===== src/rtl/reg_file_pkg.sv =====
// Shared constants and types for the 32 x 32-bit register file.
package reg_file_pkg;
    localparam int DATA_W   = 32;
    localparam int ADDR_W   = 5;
    localparam int NUM_REGS = 2 ** ADDR_W;

    typedef logic [ADDR_W-1:0] reg_addr_t;
    typedef logic [DATA_W-1:0] reg_data_t;

    localparam reg_addr_t ZERO_REG = '0;
endpackage


===== src/rtl/reg_file32_if.sv =====
// Read/write/reserve bus of the register file.
// master = datapath (issue + writeback), slave = register file.
interface reg_file32_if;
    import reg_file_pkg::*;

    reg_addr_t rs1_addr;
    reg_data_t rs1_data;
    logic      rs1_busy;
    reg_addr_t rs2_addr;
    reg_data_t rs2_data;
    logic      rs2_busy;
    logic      wr_en;
    reg_addr_t wr_addr;
    reg_data_t wr_data;
    logic      rsv_en;
    reg_addr_t rsv_addr;
    logic      hazard;

    modport master (
        output rs1_addr, rs2_addr, wr_en, wr_addr, wr_data, rsv_en, rsv_addr,
        input  rs1_data, rs1_busy, rs2_data, rs2_busy, hazard
    );

    modport slave (
        input  rs1_addr, rs2_addr, wr_en, wr_addr, wr_data, rsv_en, rsv_addr,
        output rs1_data, rs1_busy, rs2_data, rs2_busy, hazard
    );
endinterface


===== src/rtl/reg32.sv =====
// 32-bit storage cell with load enable and async active-low clear.
module reg32
    import reg_file_pkg::*;
(
    input  logic      i_clk,
    input  logic      i_rst_n,
    input  logic      i_en,
    input  reg_data_t i_d,
    output reg_data_t o_q
);
    reg_data_t r_q;

    // Load on enable, clear on reset.
    always_ff @(posedge i_clk or negedge i_rst_n) begin
        if (!i_rst_n)  r_q <= '0;
        else if (i_en) r_q <= i_d;
    end

    assign o_q = r_q;
endmodule


===== src/rtl/reg_file_scoreboard.sv =====
// Per-register busy bits for RAW hazard detection.
// A reservation beats a same-cycle writeback to the same register, since
// the reserving instruction is the newer producer.
// With REG_FILE_BYPASS_EN, a writeback hitting a read port clears that
// port's busy in the same cycle unless the register is also re-reserved.
module reg_file_scoreboard
    import reg_file_pkg::*;
(
    input  logic      i_clk,
    input  logic      i_rst_n,
    input  logic      i_rsv_en,
    input  reg_addr_t i_rsv_addr,
    input  logic      i_wr_en,
    input  reg_addr_t i_wr_addr,
    input  reg_addr_t i_rs1_addr,
    input  reg_addr_t i_rs2_addr,
    output logic      o_rs1_busy,
    output logic      o_rs2_busy
);
    logic [NUM_REGS-1:0] r_busy;

    // Reserve sets, writeback clears, reserve has priority; busy[0] stays 0.
    always_ff @(posedge i_clk or negedge i_rst_n) begin
        if (!i_rst_n) begin
            r_busy <= '0;
        end else begin
            r_busy[0] <= 1'b0;
            for (int r = 1; r < NUM_REGS; r++) begin
                if (i_rsv_en && i_rsv_addr == reg_addr_t'(r))
                    r_busy[r] <= 1'b1;
                else if (i_wr_en && i_wr_addr == reg_addr_t'(r))
                    r_busy[r] <= 1'b0;
            end
        end
    end

`ifdef REG_FILE_BYPASS_EN
    logic w_wr_hit1, w_wr_hit2, w_rsv_hit1, w_rsv_hit2;
    assign w_wr_hit1  = i_wr_en  && (i_wr_addr  != ZERO_REG) && (i_wr_addr  == i_rs1_addr);
    assign w_wr_hit2  = i_wr_en  && (i_wr_addr  != ZERO_REG) && (i_wr_addr  == i_rs2_addr);
    assign w_rsv_hit1 = i_rsv_en && (i_rsv_addr != ZERO_REG) && (i_rsv_addr == i_rs1_addr);
    assign w_rsv_hit2 = i_rsv_en && (i_rsv_addr != ZERO_REG) && (i_rsv_addr == i_rs2_addr);
    assign o_rs1_busy = w_wr_hit1 ? w_rsv_hit1 : r_busy[i_rs1_addr];
    assign o_rs2_busy = w_wr_hit2 ? w_rsv_hit2 : r_busy[i_rs2_addr];
`else
    assign o_rs1_busy = r_busy[i_rs1_addr];
    assign o_rs2_busy = r_busy[i_rs2_addr];
`endif
endmodule


===== src/rtl/reg_file32.sv =====
// 32 x 32-bit register file: two combinational read ports, one synchronous
// write port, busy scoreboard. Register 0 reads as zero.
// Optional macro REG_FILE_BYPASS_EN forwards same-cycle writeback data and
// busy-clear to the read ports.
module reg_file32
    import reg_file_pkg::*;
(
    input  logic        clk,
    input  logic        rst,
    reg_file32_if.slave bus
);
    reg_data_t w_regs [NUM_REGS];
    reg_data_t w_rd1, w_rd2;

    assign w_regs[0] = '0;

    genvar gi;
    generate
        for (gi = 1; gi < NUM_REGS; gi++) begin : g_reg
            reg32 u_reg (
                .i_clk   (clk),
                .i_rst_n (rst),
                .i_en    (bus.wr_en && bus.wr_addr == reg_addr_t'(gi)),
                .i_d     (bus.wr_data),
                .o_q     (w_regs[gi])
            );
        end
    endgenerate

    assign w_rd1 = w_regs[bus.rs1_addr];
    assign w_rd2 = w_regs[bus.rs2_addr];

`ifdef REG_FILE_BYPASS_EN
    logic w_byp1, w_byp2;
    assign w_byp1       = bus.wr_en && (bus.wr_addr != ZERO_REG) && (bus.wr_addr == bus.rs1_addr);
    assign w_byp2       = bus.wr_en && (bus.wr_addr != ZERO_REG) && (bus.wr_addr == bus.rs2_addr);
    assign bus.rs1_data = w_byp1 ? bus.wr_data : w_rd1;
    assign bus.rs2_data = w_byp2 ? bus.wr_data : w_rd2;
`else
    assign bus.rs1_data = w_rd1;
    assign bus.rs2_data = w_rd2;
`endif

    logic w_rs1_busy, w_rs2_busy;

    reg_file_scoreboard u_sb (
        .i_clk      (clk),
        .i_rst_n    (rst),
        .i_rsv_en   (bus.rsv_en),
        .i_rsv_addr (bus.rsv_addr),
        .i_wr_en    (bus.wr_en),
        .i_wr_addr  (bus.wr_addr),
        .i_rs1_addr (bus.rs1_addr),
        .i_rs2_addr (bus.rs2_addr),
        .o_rs1_busy (w_rs1_busy),
        .o_rs2_busy (w_rs2_busy)
    );

    assign bus.rs1_busy = w_rs1_busy;
    assign bus.rs2_busy = w_rs2_busy;
    assign bus.hazard   = w_rs1_busy | w_rs2_busy;
endmodule

===== src/flat_wrapper.sv =====
// flat-port wrapper written by rule: the top's interface ports become plain ports
module reg_file32_flat import reg_file_pkg::*;
  (clk, rst, bus_rs1_addr, bus_rs2_addr, bus_wr_en, bus_wr_addr, bus_wr_data, bus_rsv_en, bus_rsv_addr, bus_rs1_data, bus_rs1_busy, bus_rs2_data, bus_rs2_busy, bus_hazard);
  reg_file32_if bus_i ();
  input  logic clk;
  input  logic rst;
  input wire logic [$bits(bus_i.rs1_addr)-1:0] bus_rs1_addr;
  input wire logic [$bits(bus_i.rs2_addr)-1:0] bus_rs2_addr;
  input wire logic [$bits(bus_i.wr_en)-1:0] bus_wr_en;
  input wire logic [$bits(bus_i.wr_addr)-1:0] bus_wr_addr;
  input wire logic [$bits(bus_i.wr_data)-1:0] bus_wr_data;
  input wire logic [$bits(bus_i.rsv_en)-1:0] bus_rsv_en;
  input wire logic [$bits(bus_i.rsv_addr)-1:0] bus_rsv_addr;
  output wire logic [$bits(bus_i.rs1_data)-1:0] bus_rs1_data;
  output wire logic [$bits(bus_i.rs1_busy)-1:0] bus_rs1_busy;
  output wire logic [$bits(bus_i.rs2_data)-1:0] bus_rs2_data;
  output wire logic [$bits(bus_i.rs2_busy)-1:0] bus_rs2_busy;
  output wire logic [$bits(bus_i.hazard)-1:0] bus_hazard;
  assign bus_i.rs1_addr = bus_rs1_addr;
  assign bus_i.rs2_addr = bus_rs2_addr;
  assign bus_i.wr_en = bus_wr_en;
  assign bus_i.wr_addr = bus_wr_addr;
  assign bus_i.wr_data = bus_wr_data;
  assign bus_i.rsv_en = bus_rsv_en;
  assign bus_i.rsv_addr = bus_rsv_addr;
  assign bus_rs1_data = bus_i.rs1_data;
  assign bus_rs1_busy = bus_i.rs1_busy;
  assign bus_rs2_data = bus_i.rs2_data;
  assign bus_rs2_busy = bus_i.rs2_busy;
  assign bus_hazard = bus_i.hazard;
  reg_file32 u_core (.clk(clk), .rst(rst), .bus(bus_i));
endmodule

===== config.mk =====
export PLATFORM = sky130hd
export DESIGN_NAME = reg_file32_flat
export DESIGN_NICKNAME = d
export VERILOG_FILES = /design/src/rtl/reg_file_pkg.sv /design/src/rtl/reg_file32_if.sv /design/src/rtl/reg32.sv /design/src/rtl/reg_file_scoreboard.sv /design/src/rtl/reg_file32.sv /design/src/flat_wrapper.sv
export SDC_FILE = /design/constraint.sdc
export NUM_CORES = 2
export LEC_CHECK = 0
export ABC_AREA = 1
export BUFFER_PORTS_ARGS = -buffer_cell sky130_fd_sc_hd__buf_2
export CORE_AREA = 4 4 378 380
export DETAILED_ROUTE_END_ITERATION = 10
export DIE_AREA = 0 0 382 384
export PLACE_DENSITY_LB_ADDON = 0.08
export RECOVER_POWER = 50
export SLEW_MARGIN = 5
export SYNTH_ARGS = -nofsm -noshare
export SYNTH_HDL_FRONTEND = slang
export SYNTH_SLANG_ARGS = --single-unit

===== constraint.sdc =====
create_clock -name clk -period 5.7 [get_ports clk]
set_input_delay 1.71 -clock clk [delete_from_list [all_inputs] [get_ports clk]]
set_output_delay 1.71 -clock clk [all_outputs]
set_load 0.005 [all_outputs]

== Word level (Yosys, flattened, before mapping) ==
Cells that the tools add are included.

* ROM bits: 0
* Word-level logic and storage cells: 296
* Register bits after elaboration: 1023
* Output and inout bits: 67
* Bits in writable memories: 0
* Memories kept: 0
* Bits of input ports: 56
* Bits in latches: 0

* Shifts and indexed selects: 0
* Multiplexer cells: 72
* Reductions and logical operators: 93
* $lt $le $gt $ge: 4
* Bitwise operators: 3
* $add $sub $neg: 0
* Divide/modulo/power cells: 0
* Multiply operators: 0
* Eq/ne operators: 62

{| class="wikitable"
|+ Operators by type and width
! operator !! number
|-
| $bmux W32 S5 || 2
|-
| $eq A5 B5 Y1 const B || 32
|-
| $mux W32 || 4
|-
| $eq A5 B4 Y1 const B || 16
|-
| $mux W1 || 64
|-
| $logic_and A1 B1 Y1 || 62
|-
| $reduce_bool A2 Y1 || 31
|-
| $eq A5 B3 Y1 const B || 8
|-
| $eq A5 B2 Y1 const B || 4
|-
| $ge A6 B6 Y1 const B || 2
|-
| $lt A5 B6 Y1 const B || 2
|-
| $not A5 Y6 || 2
|-
| $bmux W1 S5 || 2
|-
| $eq A5 B1 Y1 const B || 2
|-
| $or A1 B1 Y1 || 1
|}

== Depth between registers and ports, before layout ==
* Depth after elaboration: 4
* Gate-level depth with buffers: 12
* Gate-level depth less buffers: 9

== Modules after synthesis ==
From an unflattened synthesis, not the netlist that was laid out.

* Cells, all modules: 9591
* Area total of the unflattened synthesis: 63759.9 sq um

{| class="wikitable"
|+ By module, submodules not included
! module !! times used !! cells each !! seq. area each (sq um) !! area each (sq um)
|-
| reg32 || 31 || 136 || 800.8 || 1292.5
|-
| reg_file32 || 1 || 5027 || 0.0 || 21531.9
|-
| reg_file_scoreboard || 1 || 348 || 775.7 || 2160.8
|}

== Least setup slack after synthesis ==
Ideal clock, no wire load.

* Path type: input port to output port
* Start: in bus_rs2_addr[0]
* End: out bus_rs2_data[29]
* Slack: 1.245 ns
* Arrival: 2.745 ns
* Data required time: 3.990 ns
* Buffers on the path: 4
* Stages: 12
* Cell sequence: buf_4 inv_2 buf_6 buf_6 buf_6 nand2_1 o211ai_1 nand3_1 nand3_1 nand2_1 nand2_1 nand2_1

* Longest elaborated chain between the ends: 4

{| class="wikitable"
|+ Ends and longest elaborated chain
! what !! RTL line !! text
|-
| from (decl) || flat_wrapper.sv:8 || <nowiki>input wire logic [$bits(bus_i.rs2_addr)-1:0] bus_rs2_addr;</nowiki>
|-
| $not A5 Y6 (implied by the code) || reg_file32.sv:31 || <nowiki>assign w_rd2 = w_regs[bus.rs2_addr];</nowiki>
|-
| $bmux W32 S5 || reg_file32.sv:31 ||
|-
| $mux W32 (implied by the code) (2 in series) || reg_file32.sv:31 ||
|-
| to (decl) || flat_wrapper.sv:16 || <nowiki>output wire logic [$bits(bus_i.rs2_data)-1:0] bus_rs2_data;</nowiki>
|}

No other way between the ends. The select of a mux whose other input is x is not followed.

== Final worst setup path ==
* Start: in bus_rs1_addr[0]
* End: out bus_rs1_data[13]

* Longest elaborated chain between the ends: 4

{| class="wikitable"
|+ Ends and longest elaborated chain
! what !! RTL line !! text
|-
| from (decl) || flat_wrapper.sv:7 || <nowiki>input wire logic [$bits(bus_i.rs1_addr)-1:0] bus_rs1_addr;</nowiki>
|-
| $not A5 Y6 (implied by the code) || reg_file32.sv:30 || <nowiki>assign w_rd1 = w_regs[bus.rs1_addr];</nowiki>
|-
| $bmux W32 S5 || reg_file32.sv:30 ||
|-
| $mux W32 (implied by the code) (2 in series) || reg_file32.sv:30 ||
|-
| to (decl) || flat_wrapper.sv:14 || <nowiki>output wire logic [$bits(bus_i.rs1_data)-1:0] bus_rs1_data;</nowiki>
|}

No other way between the ends. The select of a mux whose other input is x is not followed.

==> impl_metrics.py <==
metrics = {
    "global_routing": {
        "globalRouteOverflowTotal": 0,
        "antenna_found_initial": 11,
        "grt_pass1_wl_um": 352900,
        "grt_pass1_vias": 51862,
        "grt_start_max_net_pins": 129,
        "grt_use_total": 0.3172,
    },
    "floorplanning": {
        "die_y_um": 384,
        "row_count": 137,
        "core_area_um2": 139200,
        "start_util": 0.4077,
        "dieArea_um2": 146700,
        "die_x_um": 382,
        "num_io_pins": 123,
    },
    "logic_synthesis": {
        "syn_area_um2": 56750,
        "ys_warn_count": 0,
        "syn_area_per_cell_um2": 7.447,
        "ys_seq_area_frac": 0.4511,
        "yosysUniqueCellTypes": 26,
        "syn_inst": 7621,
        "ys_ff_latch": 1023,
        "syn_nets": 7677,
    },
    "cts": {
        "ctsLongestPathBuffers": 3,
        "ctsResizeCount": 0,
        "clk_pin_slew_ns": 0.06,
        "clock_sinks": 1023,
        "htreeDepth": 3,
        "clk_latency_ns": 0.74,
        "cts_inserted_buffers": 121,
        "cts_setup_buffers": 0,
        "cts_tree": "done",
        "clockRootBuffer": "clkbuf_16",
        "cts_hold_buf": 0,
    },
    "critical_path": {
        "r2r-start": "u_core.g_reg[17].u_reg.o_q[30]",
        "r2r_slack_ns": 4.94,
        "arrival_ns": 3.55,
        "required_ns": 3.99,
        "rr_worst_depth": 2,
        "r2r-end": "u_core.g_reg[17].u_reg.o_q[30]",
        "critPathMaxFanout": 109,
        "path_class": "primary input to output pin",
        "critPathLaunchType": "primary input",
        "crit_path_end_kind": "output pin",
    },
    "power_and_ir_drop": {
        "power_density_nw_per_um2": 350.5,
        "vdd_drop_max_mv": 0.2497,
        "p_leak_nw": 27.88,
    },
    "layout": {
        "utilization": 0.4507,
        "area_growth_pct": 10.53,
        "drive_gt1_frac": 0.08176,
        "layout.nets": 7415,
    },
    "route": {
        "drtIter0Drc": 6572,
        "drc": 0,
        "wl_per_cell_um": 25.25,
        "drt_wl_total_um": 235900,
        "drt_pass1_iterations": 6,
        "ant_nets": 0,
        "num_vias": 54735,
        "viasPerCell": 5.858,
    },
    "timing": {
        "rsz0062_at_grt": "false",
        "layout_setup_ws_ns": 0.4413,
        "slew_headroom": -1.681,
        "tightestPinTransition_ns": 4.022,
        "drv_slew": 89,
        "setup_viol": 0,
        "fin_crit_sh": 0.9226,
        "fin_crit_ns": 5.259,
        "hold_ws_ns": 0.5044,
        "tns_ns": 0,
        "max_freq_ghz": 0.1902,
        "finClkSkew_ns": 0,
        "hold_viol_final": 0,
    },
    "worst_hold_path": {
        "min_path_cells": 2,
        "min_from": "u_core.g_reg[29].u_reg.o_q[23]",
        "min_to": "u_core.g_reg[29].u_reg.o_q[23]",
        "hold_path.class": "flop to flop",
    },
    "run": {
        "drv_cap": 3,
    },
    "placement": {
        "io_buffers": 122,
        "gp_congestion": 0.8340,
        "dp_hpwl_um": 132800,
        "dp_slack_ns": 0.4798,
    },
    "status": {
        "violations": "max-capacitance violations, max-slew violations",
        "status": "complete, but fails checks",
    },
}
-- flip-flops by register name, summed over array words and instances, names as in the netlist --
register	count
u_core.g.u_reg.o_q	992
u_core.u_sb.r_busy	31
-- logic make-up (layout without fill, tap and decap cells) --
| family | after synthesis | after routing | synth area share |
|---|---|---|---|
| and+or+nand+nor | 3502 | 3502 | 0.2625 |
| DFF | 1023 | 1023 | 0.4511 |
| other | 0 | 7 | 0 |
| AOI/OAI and AO/OA | 1879 | 1879 | 0.1903 |
| buffers and inverters | 1217 | 1057 | 0.09610 |
-- worst max path at each step --
| stage | startpoint | cells past startpoint | slack [ns] | to |
|---|---|---|---|---|
| after floorplan | bus_rs2_addr[0] | 12 | 1.24 | bus_rs2_data[29] |
| after global placement | bus_rs1_addr[0] | 9 | 0.47 | bus_rs1_data[13] |
| after detailed placement | bus_rs1_addr[0] | 9 | 0.48 | bus_rs1_data[13] |
| after CTS | bus_rs1_addr[0] | 9 | 0.48 | bus_rs1_data[13] |
| after global routing | rst | 3 | 0.19 | u_core.g_reg[13].u_reg.o_q[5] |
| final | bus_rs1_addr[0] | 9 | 0.44 | bus_rs1_data[13] |
-- through the flow --
step / instances / total power [mW] / cell area, µm²
floorplan: 7621 / 12.63 / 56750
global placement: 9112 / 14.10 / 58850
detailed placement: 9112 / 14.19 / 58850
CTS: 9337 / 22.07 / 62830
global route: 9338 / 23.19 / 62720
finish: 9344 / 21.99 / 62730
-- routing by layer --
| metal | track usage | wire (µm) | vias to the layer above | part of all wire |
|---|---|---|---|---|
| met5 | 0 | 13 | - | 0.000055 |
| met4 | 0.1067 | 7823 | 2 | 0.033 |
| met3 | 0.04933 | 19750 | 463 | 0.084 |
| met2 | 0.4910 | 103500 | 2589 | 0.44 |
| met1 | 0.4540 | 104800 | 26641 | 0.44 |
| li1 | - | - | 25040 | - |
-- layout make-up --
cell class,instances,area (µm²)
diodes,7,17.52
clock buffers,175,3502
clock inverters,50,476.7
fillers,14125,76460
inverters,533,2063
multi-input cells,5381,25740
flip-flops and latches,1023,25600
well taps,1876,2347
repair buffers,299,2980
-- power by group --
part	switching, mW	total [mW]	internal [mW]
Sequential	0.833	9.60	8.77
Clock	3.33	7.85	4.52
Combinational	2.96	4.53	1.57
Total	7.13	22.0	14.9
-- Yosys cell counts --
library cell | number | area [µm²]
dfrtp_1 | 1023 | 25600
buf_8 | 1 | 15.01
o211ai_2 | 7 | 87.58
buf_1 | 33 | 123.9
nand2_2 | 2 | 12.51
or2_0 | 30 | 187.7
clkbuf_1 | 307 | 1152
inv_2 | 31 | 116.4
o21ai_0 | 787 | 3939
buf_4 | 41 | 307.8
inv_1 | 500 | 1877
nand2_1 | 2240 | 8408
nor2_1 | 80 | 300.3
o32ai_1 | 1 | 8.760
buf_2 | 248 | 1241
a21oi_1 | 241 | 1206
nor2_4 | 5 | 56.30
o21ai_1 | 309 | 1546
nand3_1 | 981 | 4910
nor2_2 | 12 | 75.07
inv_4 | 2 | 12.51
buf_6 | 54 | 608.1
or2_2 | 62 | 387.9
nand4_1 | 90 | 563.0
a22o_1 | 2 | 17.52
o211ai_1 | 532 | 3994
-- critical path: stages --
cell      delay [ns]
buf_8           0.15
buf_12          0.49
nor2_1          0.08
a21oi_1         0.16
o211ai_1        0.10
nand3_1         0.08
nand3_1         0.14
nand2_1         0.31
buf_2           0.19
-- layout by cell type (no fill, tap or decap), drive strengths merged, types with 6 or more instances in the layout --
master    Yosys  layout
nand2      2242    2242
o21ai      1096    1096
dfrtp      1023    1023
nand3       981     981
o211ai      539     539
inv         533     520
buf         377     285
a21oi       241     241
clkbuf      307     188
nor2         97      97
or2          92      92
nand4        90      90
clkinv        0      50
diode         0       7
clkinvlp      0       7
bufinv        0       6
No activity file was read; power rests on OpenSTA's default activity.
